<file path="src/rtl/sprite_dispatcher_if.sv">
// Sprite dispatcher bus: table write port plus the sprite valid/ready transfer stream.
// master = dispatcher side, slave = game logic / graphics block side.
interface sprite_dispatcher_if #(
    parameter int MAX_SPRITES   = 16,
    parameter int NUM_FRAMES    = 18,
    parameter int CANVAS_WIDTH  = 360,
    parameter int CANVAS_HEIGHT = 720
);
    localparam int IW = $clog2(MAX_SPRITES);
    localparam int XW = $clog2(CANVAS_WIDTH);
    localparam int YW = $clog2(CANVAS_HEIGHT);
    localparam int FW = $clog2(NUM_FRAMES);

    logic          wr_en;
    logic [IW-1:0] wr_idx;
    logic          wr_active;
    logic [XW-1:0] wr_x;
    logic [YW-1:0] wr_y;
    logic [FW-1:0] wr_frame;

    logic          sprite_valid;
    logic          sprite_ready;
    logic [XW-1:0] sprite_x;
    logic [YW-1:0] sprite_y;
    logic [FW-1:0] sprite_frame_number;

    modport master (
        input  wr_en, wr_idx, wr_active, wr_x, wr_y, wr_frame, sprite_ready,
        output sprite_valid, sprite_x, sprite_y, sprite_frame_number
    );

    modport slave (
        output wr_en, wr_idx, wr_active, wr_x, wr_y, wr_frame, sprite_ready,
        input  sprite_valid, sprite_x, sprite_y, sprite_frame_number
    );
endinterface

</file>
<file path="src/rtl/sprite_dispatcher.sv">
// Sweeps a sprite register table once per frame_count change, offering each eligible entry in index order.
// Optional SPRITE_CULL_EN: entries whose x/y fall outside the canvas are skipped.
module sprite_dispatcher #(
    parameter int MAX_SPRITES   = 16,
    parameter int NUM_FRAMES    = 18,
    parameter int CANVAS_WIDTH  = 360,
    parameter int CANVAS_HEIGHT = 720
) (
    input  logic                 clk_pixel,
    input  logic                 sys_rst_n,
    input  logic [5:0]           frame_count_i,
    sprite_dispatcher_if.master  bus,
    output logic                 busy_o,
    output logic                 sweep_done_o,
    output logic                 overrun_o
);
    // state    | meaning
    // IDLE     | waiting for a frame event
    // SCAN     | examining table entry idx, one per cycle
    // PRESENT  | offering snapshot of entry idx until accepted
    // HOLDOFF  | one dead cycle while the graphics block drops ready
    localparam int IW = $clog2(MAX_SPRITES);
    localparam int XW = $clog2(CANVAS_WIDTH);
    localparam int YW = $clog2(CANVAS_HEIGHT);
    localparam int FW = $clog2(NUM_FRAMES);
    localparam logic [IW-1:0] LAST_IDX = IW'(MAX_SPRITES - 1);

    localparam logic [1:0] ST_IDLE    = 2'd0;
    localparam logic [1:0] ST_SCAN    = 2'd1;
    localparam logic [1:0] ST_PRESENT = 2'd2;
    localparam logic [1:0] ST_HOLDOFF = 2'd3;

    logic          act_q   [MAX_SPRITES];
    logic [XW-1:0] x_tab_q [MAX_SPRITES];
    logic [YW-1:0] y_tab_q [MAX_SPRITES];
    logic [FW-1:0] f_tab_q [MAX_SPRITES];

    logic [1:0]    state_q, state_d;
    logic [IW-1:0] idx_q, idx_d;
    logic          restart_q, restart_d;
    logic          valid_q, valid_d;
    logic [XW-1:0] x_q, x_d;
    logic [YW-1:0] y_q, y_d;
    logic [FW-1:0] f_q, f_d;
    logic          done_q, done_d;
    logic [5:0]    prev_q;

    logic frame_event;
    logic last_idx;
    logic eligible;
    logic overrun;

    always_ff @(posedge clk_pixel or negedge sys_rst_n) begin
        if (!sys_rst_n) begin
            for (int i = 0; i < MAX_SPRITES; i++) begin
                act_q[i]   <= 1'b0;
                x_tab_q[i] <= '0;
                y_tab_q[i] <= '0;
                f_tab_q[i] <= '0;
            end
        end else if (bus.wr_en) begin
            act_q[bus.wr_idx]   <= bus.wr_active;
            x_tab_q[bus.wr_idx] <= bus.wr_x;
            y_tab_q[bus.wr_idx] <= bus.wr_y;
            f_tab_q[bus.wr_idx] <= bus.wr_frame;
        end
    end

    assign frame_event = frame_count_i != prev_q;
    assign last_idx    = idx_q == LAST_IDX;

`ifdef SPRITE_CULL_EN
    // One extra bit so a limit that is an exact power of two still compares correctly.
    localparam logic [XW:0] X_LIMIT = (XW+1)'(CANVAS_WIDTH);
    localparam logic [YW:0] Y_LIMIT = (YW+1)'(CANVAS_HEIGHT);
    assign eligible = act_q[idx_q]
                      && ({1'b0, x_tab_q[idx_q]} < X_LIMIT)
                      && ({1'b0, y_tab_q[idx_q]} < Y_LIMIT);
`else
    assign eligible = act_q[idx_q];
`endif

    always_comb begin
        state_d   = state_q;
        idx_d     = idx_q;
        restart_d = restart_q;
        valid_d   = valid_q;
        x_d       = x_q;
        y_d       = y_q;
        f_d       = f_q;
        done_d    = 1'b0;
        overrun   = 1'b0;
        case (state_q)
            ST_IDLE: begin
                if (frame_event) begin
                    state_d = ST_SCAN;
                    idx_d   = '0;
                end
            end
            ST_SCAN: begin
                // Completion wins over a coincident frame event: no overrun, just start again.
                if (!eligible && last_idx) begin
                    done_d  = 1'b1;
                    idx_d   = '0;
                    state_d = frame_event ? ST_SCAN : ST_IDLE;
                end else if (frame_event) begin
                    overrun = 1'b1;
                    idx_d   = '0;
                end else if (eligible) begin
                    valid_d = 1'b1;
                    x_d     = x_tab_q[idx_q];
                    y_d     = y_tab_q[idx_q];
                    f_d     = f_tab_q[idx_q];
                    state_d = ST_PRESENT;
                end else begin
                    idx_d = idx_q + 1'b1;
                end
            end
            ST_PRESENT: begin
                if (frame_event) begin
                    overrun   = 1'b1;
                    restart_d = 1'b1;
                end
                if (valid_q && bus.sprite_ready) begin
                    valid_d = 1'b0;
                    state_d = ST_HOLDOFF;
                end
            end
            ST_HOLDOFF: begin
                if (restart_q) begin
                    overrun   = frame_event;
                    restart_d = 1'b0;
                    idx_d     = '0;
                    state_d   = ST_SCAN;
                end else if (last_idx) begin
                    done_d  = 1'b1;
                    idx_d   = '0;
                    state_d = frame_event ? ST_SCAN : ST_IDLE;
                end else if (frame_event) begin
                    overrun = 1'b1;
                    idx_d   = '0;
                    state_d = ST_SCAN;
                end else begin
                    idx_d   = idx_q + 1'b1;
                    state_d = ST_SCAN;
                end
            end
            default: state_d = ST_IDLE;
        endcase
    end

    always_ff @(posedge clk_pixel or negedge sys_rst_n) begin
        if (!sys_rst_n) begin
            state_q   <= ST_IDLE;
            idx_q     <= '0;
            restart_q <= 1'b0;
            valid_q   <= 1'b0;
            x_q       <= '0;
            y_q       <= '0;
            f_q       <= '0;
            done_q    <= 1'b0;
            prev_q    <= '0;
        end else begin
            state_q   <= state_d;
            idx_q     <= idx_d;
            restart_q <= restart_d;
            valid_q   <= valid_d;
            x_q       <= x_d;
            y_q       <= y_d;
            f_q       <= f_d;
            done_q    <= done_d;
            prev_q    <= frame_count_i;
        end
    end

    assign bus.sprite_valid        = valid_q;
    assign bus.sprite_x            = x_q;
    assign bus.sprite_y            = y_q;
    assign bus.sprite_frame_number = f_q;
    assign busy_o                  = state_q != ST_IDLE;
    assign sweep_done_o            = done_q;
    assign overrun_o               = overrun;
endmodule

</file>
<file path="src/flat_wrapper.sv">
// flat-port wrapper written by rule: the top's interface ports become plain ports
module sprite_dispatcher_flat 
#(
    parameter int MAX_SPRITES   = 16,
    parameter int NUM_FRAMES    = 18,
    parameter int CANVAS_WIDTH  = 360,
    parameter int CANVAS_HEIGHT = 720
)
  (clk_pixel, sys_rst_n, frame_count_i, busy_o, sweep_done_o, overrun_o, bus_wr_en, bus_wr_idx, bus_wr_active, bus_wr_x, bus_wr_y, bus_wr_frame, bus_sprite_ready, bus_sprite_valid, bus_sprite_x, bus_sprite_y, bus_sprite_frame_number);
  sprite_dispatcher_if #(.MAX_SPRITES(MAX_SPRITES), .NUM_FRAMES(NUM_FRAMES), .CANVAS_WIDTH(CANVAS_WIDTH), .CANVAS_HEIGHT(CANVAS_HEIGHT)) bus_i ();
  input  logic clk_pixel;
  input  logic sys_rst_n;
  input  logic [5:0] frame_count_i;
  output logic busy_o;
  output logic sweep_done_o;
  output logic overrun_o;
  input wire logic [$bits(bus_i.wr_en)-1:0] bus_wr_en;
  input wire logic [$bits(bus_i.wr_idx)-1:0] bus_wr_idx;
  input wire logic [$bits(bus_i.wr_active)-1:0] bus_wr_active;
  input wire logic [$bits(bus_i.wr_x)-1:0] bus_wr_x;
  input wire logic [$bits(bus_i.wr_y)-1:0] bus_wr_y;
  input wire logic [$bits(bus_i.wr_frame)-1:0] bus_wr_frame;
  input wire logic [$bits(bus_i.sprite_ready)-1:0] bus_sprite_ready;
  output wire logic [$bits(bus_i.sprite_valid)-1:0] bus_sprite_valid;
  output wire logic [$bits(bus_i.sprite_x)-1:0] bus_sprite_x;
  output wire logic [$bits(bus_i.sprite_y)-1:0] bus_sprite_y;
  output wire logic [$bits(bus_i.sprite_frame_number)-1:0] bus_sprite_frame_number;
  assign bus_i.wr_en = bus_wr_en;
  assign bus_i.wr_idx = bus_wr_idx;
  assign bus_i.wr_active = bus_wr_active;
  assign bus_i.wr_x = bus_wr_x;
  assign bus_i.wr_y = bus_wr_y;
  assign bus_i.wr_frame = bus_wr_frame;
  assign bus_i.sprite_ready = bus_sprite_ready;
  assign bus_sprite_valid = bus_i.sprite_valid;
  assign bus_sprite_x = bus_i.sprite_x;
  assign bus_sprite_y = bus_i.sprite_y;
  assign bus_sprite_frame_number = bus_i.sprite_frame_number;
  sprite_dispatcher #(.MAX_SPRITES(MAX_SPRITES), .NUM_FRAMES(NUM_FRAMES), .CANVAS_WIDTH(CANVAS_WIDTH), .CANVAS_HEIGHT(CANVAS_HEIGHT)) u_core (.clk_pixel(clk_pixel), .sys_rst_n(sys_rst_n), .frame_count_i(frame_count_i), .bus(bus_i), .busy_o(busy_o), .sweep_done_o(sweep_done_o), .overrun_o(overrun_o));
endmodule
</file>
<file path="config.mk">
export PLATFORM = sky130hd
export DESIGN_NAME = sprite_dispatcher_flat
export DESIGN_NICKNAME = d
export VERILOG_FILES = /design/src/rtl/sprite_dispatcher_if.sv /design/src/rtl/sprite_dispatcher.sv /design/src/flat_wrapper.sv
export SDC_FILE = /design/constraint.sdc
export NUM_CORES = 1
export LEC_CHECK = 0
export BUFFER_PORTS_ARGS = -buffer_cell sky130_fd_sc_hd__buf_2
export CORE_MARGIN = 4
export CORE_UTILIZATION = 30
export CTS_BUF_LIST = sky130_fd_sc_hd__clkbuf_4 sky130_fd_sc_hd__clkbuf_8
export CTS_CLUSTER_SIZE = 10
export DETAILED_ROUTE_END_ITERATION = 12
export PLACE_DENSITY = 0.56
export SLEW_MARGIN = 5
export SYNTH_ARGS = -nofsm -noshare
export SYNTH_HDL_FRONTEND = slang
export SYNTH_SLANG_ARGS = --single-unit
</file>
<file path="constraint.sdc">
create_clock -name clk_pixel -period 2 [get_ports clk_pixel]
set_input_delay 0.1 -clock clk_pixel [delete_from_list [all_inputs] [get_ports clk_pixel]]
set_output_delay 0.1 -clock clk_pixel [all_outputs]
set_load 0.01 [all_outputs]
</file>
## Word level (Yosys, flattened, before mapping)

Cells that the tools add are included.
Widths: inputs -> output; s select.

| storage, ports and cells | value |
|---|---|
| output and inout bits | 28 |
| flip-flop bits (word level) | 439 |
| input port bits | 39 |

| operators by class | value |
|---|---|
| order comparisons | 3 |
| bitwise logic cells | 4 |
| reductions and logical operators | 14 |
| equal/unequal tests | 14 |
| $add $sub $neg | 1 |
| multiplexer cells | 57 |

Operators with widths:

| cell | count |
|---|---|
| $bwmux 160 | 1 |
| $bwmux 144 | 1 |
| $bwmux 80 | 1 |
| $bmux 10 s4 | 1 |
| $demux 10 s4 | 1 |
| $bmux 9 s4 | 1 |
| $demux 9 s4 | 1 |
| $mux 10 | 3 |
| $mux 4 | 7 |
| $mux 9 | 3 |
| $bmux 5 s4 | 1 |
| $demux 5 s4 | 1 |
| $bwmux 16 | 1 |
| $mux 1 | 16 |
| $mux 5 | 3 |
| $mux 2 | 7 |
| $pmux 4 s3 | 1 |
| $ge 5x5->1 const B | 2 |
| $not 4->5 | 2 |
| $ne 2x1->1 const B | 4 |
| $pmux 2 s4 | 1 |
| $reduce_and 4->1 | 2 |
| $ne 6x6->1 | 1 |
| $pmux 1 s2 | 3 |
| other kinds (21) | 28 |

## Logic depth before layout (Yosys ltp)

| depth | value |
|---|---|
| depth in word-level cells | 8 |
| gate-level depth with buffers | 10 |
| depth with buffers taken out | 7 |

## Worst setup path before layout

Ideal clock, no wire load.

| timing path | value |
|---|---|
| kind | reg2reg |
| start point | register u_core.idx_q[0] |
| end point | register u_core.x_q[8] (netlist: u_core.bus.sprite_x[8]) |
| arrival time | 1987 ps |
| setup slack | -112 ps |
| setup time | 125 ps |
| stages on the path, launching flop included | 6 |
| clock period less this slack | 2112 ps |
| required time | 1875 ps |
| path buffers | 2 |
| path through | dfrtp_1 buf_6 buf_2 mux4_2 mux4_2 mux2_2 |

| between the ends | value |
|---|---|
| cells in the longest elaborated chain, start to end | 8 |
| elaborated cells on any way between the ends | 12 |

Ends and longest elaborated chain:

| what | line | text |
|---|---|---|
| start, declared | sprite_dispatcher.sv:39 | `logic [IW-1:0] idx_q, idx_d;` |
| start signal, assigned | sprite_dispatcher.sv:165 | `idx_q <= idx_d;` |
| $not 4->5 (not written as such) | sprite_dispatcher.sv:80, sprite_dispatcher.sv:111 |  |
| $bmux 1 s4 | sprite_dispatcher.sv:80 | `assign eligible = act_q[idx_q];` |
| $mux 1 (not written as such) (2 in a row) | sprite_dispatcher.sv:80 |  |
| $logic_not 1->1 | sprite_dispatcher.sv:102 | `if (!eligible && last_idx) begin` |
| $logic_and 1x1->1 | sprite_dispatcher.sv:102 |  |
| $not 1->1 (no source line) | -- |  |
| $reduce_and 4->1 (no source line) | -- |  |
| end signal, assigned | sprite_dispatcher.sv:158 | `x_q <= '0;` |
| end signal, assigned | sprite_dispatcher.sv:168 | `x_q <= x_d;` |
| end, declared | sprite_dispatcher.sv:42 | `logic [XW-1:0] x_q, x_d;` |

Parallel ways exist; a longest one is shown, timed or not. The select of a mux whose other input is x is not followed.
A chain may end at the register's enable or synchronous reset.

## Worst setup path in the final report

| timing path | value |
|---|---|
| start point | register u_core.idx_q[0] |
| end point | output port overrun_o |

| between the ends | value |
|---|---|
| cells in the longest elaborated chain, start to end | 8 |
| elaborated cells on any way between the ends | 11 |

Ends and longest elaborated chain:

| what | line | text |
|---|---|---|
| $not 4->5 (not written as such) | sprite_dispatcher.sv:80 |  |
| $bmux 1 s4 | sprite_dispatcher.sv:80 |  |
| $mux 1 (not written as such) (2 in a row) | sprite_dispatcher.sv:80 |  |
| $logic_not 1->1 | sprite_dispatcher.sv:102 |  |
| $logic_and 1x1->1 | sprite_dispatcher.sv:102 |  |
| $mux 1 | sprite_dispatcher.sv:102 |  |
| $pmux 1 s3 (*) | sprite_dispatcher.sv:93 | `case (state_q)` |
| end, declared | flat_wrapper.sv:16 | `output logic overrun_o;` |

Every way passes the cells marked *; elsewhere a longest branch is shown, timed or not. The select of a mux whose other input is x is not followed.

==> results by group <==
Pwr
  – Leakage: 10.2 nW
  – Clock power share: 35.2%
  – P_sw: 0.00603 W
  – Combinational group share of total power: 16.2%
  – Sequential share of power: 48.6%
  – Peak VDD IR: 419 uV
  – Pwr dens: 1010 mW/mm^2
  – Internal: 0.0183 W
  – Switch share: 24.7%
  – Final Power: 0.0244 W

Worst hold path
  – HP Class: input pin to flop

Cells and area
  – Register area: 0.0110 mm^2
  – Area Growth Syn to Fin: 22.3%
  – Commonest non-fill, non-tap cells in the layout: dfrtp_1 (435), mux2_2 (407), clkbuf_8 (99)
  – Final cell count without fillers: 2,362
  – NumNets Final: 1,500
  – Fillers: 6,182
  – Area of the multi-input gates: 0.00854 mm^2
  – Post-layout util: 37.3%
  – Commonest non-fill, non-tap cell in the layout: dfrtp_1
  – Final instance area: 0.0242 mm^2
  – Layout cell share with drive strength beyond 1: 56.3%

Logic synthesis
  – Mapped cell area: 0.0198 mm^2
  – Adder-Cell Fraction of Synth Area: 0.379%
  – Netlist cell types: 48
  – Xor/xnor share of the synthesized area: 0.265%
  – Post-synthesis simple-gate area fraction: 1.67%
  – Mux contribution to synthesized area: 36.6%
  – Syn Area/Cell: 15.5 um^2
  – Post-synth ARST share: 100%
  – Register area share after synthesis: 55.4%
  – Main combinational cell family by area after synthesis: multiplexers
  – Synth Instances: 1,278
  – Top FF cell, synth: dfrtp_1
  – Compound-gate portion of the synthesized area: 2.95%
  – Number of flops mapped to enable cells by yosys: 0
  – Synth Net Count: 1,323
  – Yosys reg bits: 439
  – Warnings from Yosys: 0

Place
  – Detailed Place HPWL: 28,200 um
  – Placed insts: 2,175
  – PortBufs: 66
  – Placer Congestion: 0.721
  – Worst slack, placed: -0.212 ns
  – Post-DP Area: 0.0219 mm^2

Routing
  – Via Count: 11,700
  – Post-route antenna net violation count: 0
  – Post-DR wirelength/cell: 21.6 um
  – DR vias/cell: 4.94
  – Residual DRC: 0
  – 1st-iter DRT viols: 573
  – Final wirelength: 51,100 um
  – First-pass iteration count of the detailed router: 4

STA
  – Worst setup margin: -0.395 ns
  – Max Transition Viols Final: 0
  – Layout Skew: 0.0277 ns
  – Worst-margin pin slew: 0.615 ns
  – Setup violators final: 32
  – Unrepaired setup endpoints after global routing: true
  – Final hold vios: 0
  – Fin crit period: 2.40 ns
  – Period utilization: 120%
  – Slew headroom: 59.0%
  – FMAX: 0.418 GHz

Clock network
  – Clock-pin slew on the worst setup and hold paths: 0.06 ns
  – CTS buffer count: 76
  – Root buffer cell: clkbuf_8
  – Max clock buf depth: 3
  – Clock sinks: 439
  – H-tree levels: 3
  – Clock latency on the worst-skew pair: 0.64 ns
  – CTS tree: yes

Outcome
  – Outcome: complete, but fails checks
  – Failing checks: setup timing

Worst setup path
  – Critical path class: flop to primary output
  – Cell Chain, Critical Path: buf_6, buf_6, ha_4, nand3_4, buf_4, o21ai_2, buf_4, a211oi_2, buf_2
  – CP peak stage delay: 0.49 ns
  – Cell at the slowest stage of the critical path: dfrtp_4
  – CP Capture Type: primary output
  – CP Max Fanout: 4
  – CP startpoint kind: flop
  – Worst Path Buf+Inv: 5
  – CP Data Required Time: 1.90 ns
  – Worst Path Arrival: 2.30 ns
  – Crit-path leading delay family: buffers and inverters

Floorplan
  – Width of the die: 265 um
  – Initial Utilization: 30.5%
  – Std-Cell Rows: 93
  – DIE AREA: 0.0703 mm^2
  – Top-Level Pins: 67
  – Core area: 0.0649 mm^2
  – Die height: 265 um

GRT
  – GRT overflow: 0
  – Largest net degree at the start of global routing: 75
  – First-pass GRT wire length: 79,500 um
  – Vias in the first global route: 12,700
  – GRT Resource Usage Total: 14.7%
  – Initial antenna violation count: 4

Run
  – Max-Cap Viols: 0
-- per-layer routing --
layer	global-route usage [%]	share of wire [%]
met5	0	0.041
met4	4.38	1.6
met1	19.9	46
met2	24.1	48
met3	2.89	4.1
-- layout make-up --
| cell class | instances | share of cell area, % |
|---|---|---|
| clock inverters | 6 | 0.284 |
| multi-input cells | 727 | 35.2 |
| flip-flops and latches | 439 | 45.3 |
| inverters | 7 | 0.108 |
| clock buffers | 123 | 6.36 |
| diodes | 1 | 0.0103 |
| repair buffers | 204 | 8.26 |
| well taps | 855 | 4.41 |
-- cell usage after synthesis (4+ instances only) --
cell type | instances | share of area, %
clkbuf_1 | 68 | 1.3
o21a_1 | 4 | 0.15
nand3_1 | 5 | 0.13
mux2_2 | 425 | 24
nand3b_1 | 4 | 0.15
inv_1 | 7 | 0.13
o211ai_1 | 11 | 0.42
o21ai_0 | 22 | 0.56
mux4_2 | 87 | 9.9
ha_1 | 6 | 0.38
a21o_1 | 9 | 0.34
a22oi_1 | 11 | 0.42
buf_1 | 10 | 0.19
a21oi_1 | 8 | 0.20
mux2i_1 | 49 | 2.5
nor2_1 | 18 | 0.34
dfrtp_1 | 439 | 55
buf_6 | 6 | 0.34
nand2_1 | 21 | 0.40
buf_4 | 6 | 0.23
xnor2_1 | 4 | 0.18
buf_2 | 13 | 0.33
a221oi_1 | 8 | 0.35
-- logic make-up after synthesis --
logic type                 count (synthesis)
muxes                                    562
DFF                                      439
buffers and inverters                    112
AOI/OAI and AO/OA                         85
and+or+nand+nor                           68
xor gates and xnor gates                   6
adders and majority gates                  6
-- timing repair --
| item | CTS | global route |
|---|---|---|
| cloned | 4 | 0 |
| hold buffers | 34 | 0 |
| buffers inserted | 16 | 7 |
| hold endpoints to repair | 847 | 0 |
| setup endpoints to repair | 30 | 32 |
| gates resized for setup | 32 | 19 |
| pin swaps | 5 | 8 |
-- power groups by stage --
stage               registers (W)  clock network [W]  logic (W)
global route               0.0121            0.00928    0.00438
finish                     0.0118            0.00858    0.00394
detailed placement         0.0120                  0    0.00385
global placement           0.0119                  0    0.00370
CTS                        0.0118            0.00888    0.00399
floorplan                  0.0117                  0    0.00293
-- metrics by stage --
stage | hold slack, ns | setup TNS, ns
2_1_floorplan | -0.196 | -1.08
3_3_place_gp | 0.0817 | -2.96
3_5_place_dp | 0.0841 | -3.70
4_1_cts | 0.0603 | -12.27
5_1_grt | 0.0906 | -11.59
6_report | 0.125 | -9.47
-- final timing paths --
check                                              startpoint                                             to  slack [ns]  cells past startpoint
setup / recovery                  u_core.idx_q[0]$_DFFE_PN0P_                                      overrun_o       -0.40                      9
hold / removal                               frame_count_i[3]                     u_core.prev_q[3]$_DFF_PN0_        0.13                      2
setup reg to reg                  u_core.idx_q[0]$_DFFE_PN0P_  u_core.bus.sprite_frame_number[0]$_DFFE_PN0P_       -0.36                      8
hold reg to reg            u_core.bus.sprite_x[6]$_DFFE_PN0P_             u_core.bus.sprite_x[6]$_DFFE_PN0P_        0.48                      1
max in group asynchronous                           sys_rst_n                 u_core.y_tab_q[63]$_DFFE_PN0P_        1.41                      3
min in group asynchronous                           sys_rst_n                 u_core.f_tab_q[25]$_DFFE_PN0P_        0.18                      3
-- sequential cells by signal (all words and copies together), names as in the netlist, named ones only --
register and cells:
u_core.bus.sprite_valid 1, u_core.bus.sprite_frame_number 5, u_core.restart_q 1, u_core.act_q 16, u_core.state_q 1, u_core.y_tab_q 160
u_core.x_tab_q 144, u_core.bus.sprite_y 10, u_core.sweep_done_o 1, u_core.prev_q 6, u_core.bus.sprite_x 9, u_core.f_tab_q 80
u_core.idx_q 4
(Power assumes the default switching activity.)
